==> src/rtl/seq_det_fsm.sv <==
// Serial "010110" pattern detector (Moore, overlapping matches, registered one-cycle flag).
// Optional saturating detection counter enabled by defining SEQ_DET_COUNT_EN.
module seq_det_fsm #(
    parameter int unsigned COUNT_W = 8
) (
    input  logic               clk,
    input  logic               rst,
    input  logic               serial_in,
    output logic               serial_out
`ifdef SEQ_DET_COUNT_EN
    ,
    output logic [COUNT_W-1:0] det_count
`endif
);

    typedef enum logic [2:0] {
        IDLE   = 3'd0,
        S0     = 3'd1,
        S01    = 3'd2,
        S010   = 3'd3,
        S0101  = 3'd4,
        S01011 = 3'd5,
        DET    = 3'd6
    } state_t;

    state_t state;
    state_t state_nxt;

    if (COUNT_W == 0) begin : g_bad_count_w
        $error("seq_det_fsm: COUNT_W must be at least 1");
    end

    // Longest-suffix transitions; DET reuses its trailing 0 as the start of the next match.
    function automatic state_t next_state(input state_t cur, input logic bit_in);
        state_t nxt;
        nxt = IDLE;
        case (cur)
            IDLE:    nxt = bit_in ? IDLE   : S0;
            S0:      nxt = bit_in ? S01    : S0;
            S01:     nxt = bit_in ? IDLE   : S010;
            S010:    nxt = bit_in ? S0101  : S0;
            S0101:   nxt = bit_in ? S01011 : S010;
            S01011:  nxt = bit_in ? IDLE   : DET;
            DET:     nxt = bit_in ? S01    : S0;
            default: nxt = IDLE;
        endcase
        return nxt;
    endfunction

    assign state_nxt = next_state(state, serial_in);

    // serial_out is registered alongside the state, so it always equals (state == DET).
    always_ff @(posedge clk or negedge rst) begin
        if (!rst) begin
            state      <= IDLE;
            serial_out <= 1'b0;
`ifdef SEQ_DET_COUNT_EN
            det_count  <= '0;
`endif
        end else begin
            state      <= state_nxt;
            serial_out <= (state_nxt == DET);
`ifdef SEQ_DET_COUNT_EN
            if ((state_nxt == DET) && (det_count != '1)) begin
                det_count <= det_count + COUNT_W'(1);
            end
`endif
        end
    end

endmodule

==> config.mk <==
export PLATFORM = sky130hd
export DESIGN_NAME = seq_det_fsm
export DESIGN_NICKNAME = d
export VERILOG_FILES = /design/src/rtl/seq_det_fsm.sv
export SDC_FILE = /design/constraint.sdc
export NUM_CORES = 1
export LEC_CHECK = 0
export CAP_MARGIN = 20
export CORE_AREA = 5 5 42 44
export CTS_CLUSTER_SIZE = 10
export DETAILED_ROUTE_END_ITERATION = 7
export DIE_AREA = 0 0 47 49
export GPL_TIMING_DRIVEN = 1
export PLACE_DENSITY = 0.42
export SYNTH_ARGS = -nofsm -noshare
export SYNTH_HDL_FRONTEND = slang
export SYNTH_SLANG_ARGS = --single-unit
==> constraint.sdc <==
create_clock -name clk -period 0.9 [get_ports clk]
set_clock_uncertainty 0.1 [all_clocks]
set_input_delay 0.18 -clock clk [delete_from_list [all_inputs] [get_ports clk]]
set_output_delay 0.18 -clock clk [all_outputs]
set_load 0.05 [all_outputs]
==> run metrics, run 1 <==
status=complete, but fails checks; failing checks=setup timing; largest net degree at the start of global routing=6; DR pass1 iterations=1; CTS tree=built; Sw Share=0.2905; Final period util=1.167; layout cells sized above 1=0.4583; actual slew at the worst max-slew pin=0.1969 ns; CTS Hold Bufs=0; Final ANT Viol Nets=0; slowest CP cell=dfrtp_1; clk sink count=4; Die W=47 um; final setup margin=-0.1506 ns; critical path type=reg2out; Internal Power=0.0005387 W; root buffer cell=clkbuf_4; Yosys top cell by area=dfrtp_1; die height=49 um; Synth area leaders=dfrtp_1, o2bb2ai_1, o31a_1; antenna cells=0; max cap viols=0; Total Power=0.0007593 W; R2R cell count=2; Slew HR=0.8683; Filler cells=160; post-layout util=0.2170; PortBufs=3; RSZ-0062 raised after global routing=yes; Crit path max-delay family=flip-flops; critical path endpoint category=output pin; core area=0.001401 sq mm; Tot GR Track Use=0.04668; Cell Chain, Critical Path=buf_12; DIE AREA=0.002303 sq mm; GP Congestion=0.7362; register bit total from synthesis=4; syn_nets=18; # setup viols final=3; CP Data Required Time=0.62 ns; post-route minimum period=1.051 ns; H-tree Lvls=1; synthesized area per cell=11.68 sq um; most frequent cells in the layout=clkbuf_4, dfrtp_1, buf_4; NumNets Final=29; Hold Vio Cnt, Final=0; WL final=375 um; combinational cell fraction of total power=0.319; top cell type's share of synthesized area=0.5714; Reg clk slew, reported paths=0.04 ns; crit path launch=serial_out$_DFF_PN0_; Crit Reg-Reg Endpoint=state[1]$_DFF_PN0_; total CTS buffers=3; switching power total=0.0002205 W; Post-Synthesis Cell Area=175.2 sq um; vias in the first global route=168; worst slack, placed=-0.4610 ns; routed length per instance=9.375 um; first-pass GRT wire length=662 um; DR DRC count=0; HP Class=in2async; worst r2r src=state[2]$_DFF_PN0_; Sequential Power Share=0.392; CP Launch Type=register; CP Buf/Inv Count=1; Leak=0.1334 nW; Area Overhead vs Synth=73.57%; Fmax=951.8 MHz; multi-input gate area in the final layout=95.09 sq um; worst-path maximum fanout=1; WP data arrival=0.77 ns; CTS max path bufs=2; post-synth cell types=12; end of the critical path=serial_out; fin. max-slew vios=0; sequential area share after synthesis=0.5714; synth warn=0; power per cell area=2497 mW/mm^2; # IOs=4; total gr overflow=0; Gate Count Post-Synth=15; post-DP HPWL=286.4 um; Critical Path Stages=1; first-iteration detailed-routing DRC count=0; peak supply drop=779.9 uV; Register Area=101.3 sq um; Initial Utilization=0.1250; via-per-instance ratio=3.900; vias=156; initial antenna violation count=0; Clk Latency, worst-skew pair=0.23 ns; # rows=14; R2R setup slack=-0.13 ns; Hold WS=0.05478 ns; crit-path max cell delay=0.38 ns; clock power share=0.289
metal layers:
layer,part of all wire,vias to the layer above,wire length (um),GRT usage
met3,0.15,2,58,0.06642
li1,-,71,-,-
met5,0,-,0,0
met2,0.42,7,159,0.04977
met1,0.40,76,149,0.04454
met4,0.021,0,8,0.02765
cells by family after synthesis:
group,Yosys count,share of synthesized area
AOI/OAI and AO/OA,4,0.1714
and+or+nand+nor,5,0.1572
xor gates and xnor gates,2,0.1000
DFF,4,0.5715
registers in the layout (all words and copies together), names as in the netlist:
name and cells:
serial_out 1, state 3
worst min path at each step:
stage,start,end,cells past startpoint
after floorplan,rst,serial_out$_DFF_PN0_,0
after global placement,rst,serial_out$_DFF_PN0_,1
after detailed placement,rst,serial_out$_DFF_PN0_,1
after CTS,rst,state[2]$_DFF_PN0_,1
after global routing,rst,state[1]$_DFF_PN0_,1
final,rst,serial_out$_DFF_PN0_,1
power by group through the flow:
stage / registers, W / logic (W) / clock network (W)
after CTS: 0.000285 / 0.000221 / 0.000233
after detailed placement: 0.000284 / 0.000202 / 0
final: 0.000298 / 0.000242 / 0.000219
after floorplan: 0.000292 / 0.000110 / 0
after global placement: 0.000281 / 0.000190 / 0
after global routing: 0.000307 / 0.000267 / 0.000259
cell type report:
class	count	share of cell area
clock buffers	3	0.07407
multi-input cells	11	0.3128
flip-flops and latches	4	0.3333
well taps	16	0.06584
repair buffers	6	0.2140
stage by stage:
stage          setup TNS (ns)  std cells  cell area [sq um]
2_1_floorplan        -0.08099         15              175.2
3_3_place_gp           -1.316         37              257.7
3_5_place_dp           -1.485         37              257.7
4_1_cts               -0.3819         40              290.3
5_1_grt               -0.4861         40              304.0
6_report              -0.3197         40              304.0
cell usage after synthesis (all sizes together):
| master | number |
|---|---|
| o21ai | 1 |
| a22oi | 1 |
| nor2b | 1 |
| o2bb2ai | 1 |
| nor2 | 1 |
| nand2b | 1 |
| o31a | 1 |
| dfrtp | 4 |
| xor2 | 1 |
| xnor2 | 1 |
| nand2 | 1 |
| nor3b | 1 |
timing repair:
action,in CTS,in global routing
endpoints found under the setup margin,5,5
gates resized for setup,3,3
buffers inserted,0,0
Note: power is estimated with default switching activity, not from simulation.
==> run 2, diff against run 1 <==
--- a/config.mk
+++ b/config.mk
@@ -12,6 +12,7 @@
 export DIE_AREA = 0 0 47 49
 export GPL_TIMING_DRIVEN = 1
 export PLACE_DENSITY = 0.42
+export SLEW_MARGIN = 20
 export SYNTH_ARGS = -nofsm -noshare
 export SYNTH_HDL_FRONTEND = slang
 export SYNTH_SLANG_ARGS = --single-unit
==> results of run 2 <==
Same layout as run 1: the final DEF is identical, and so are final timing and power.
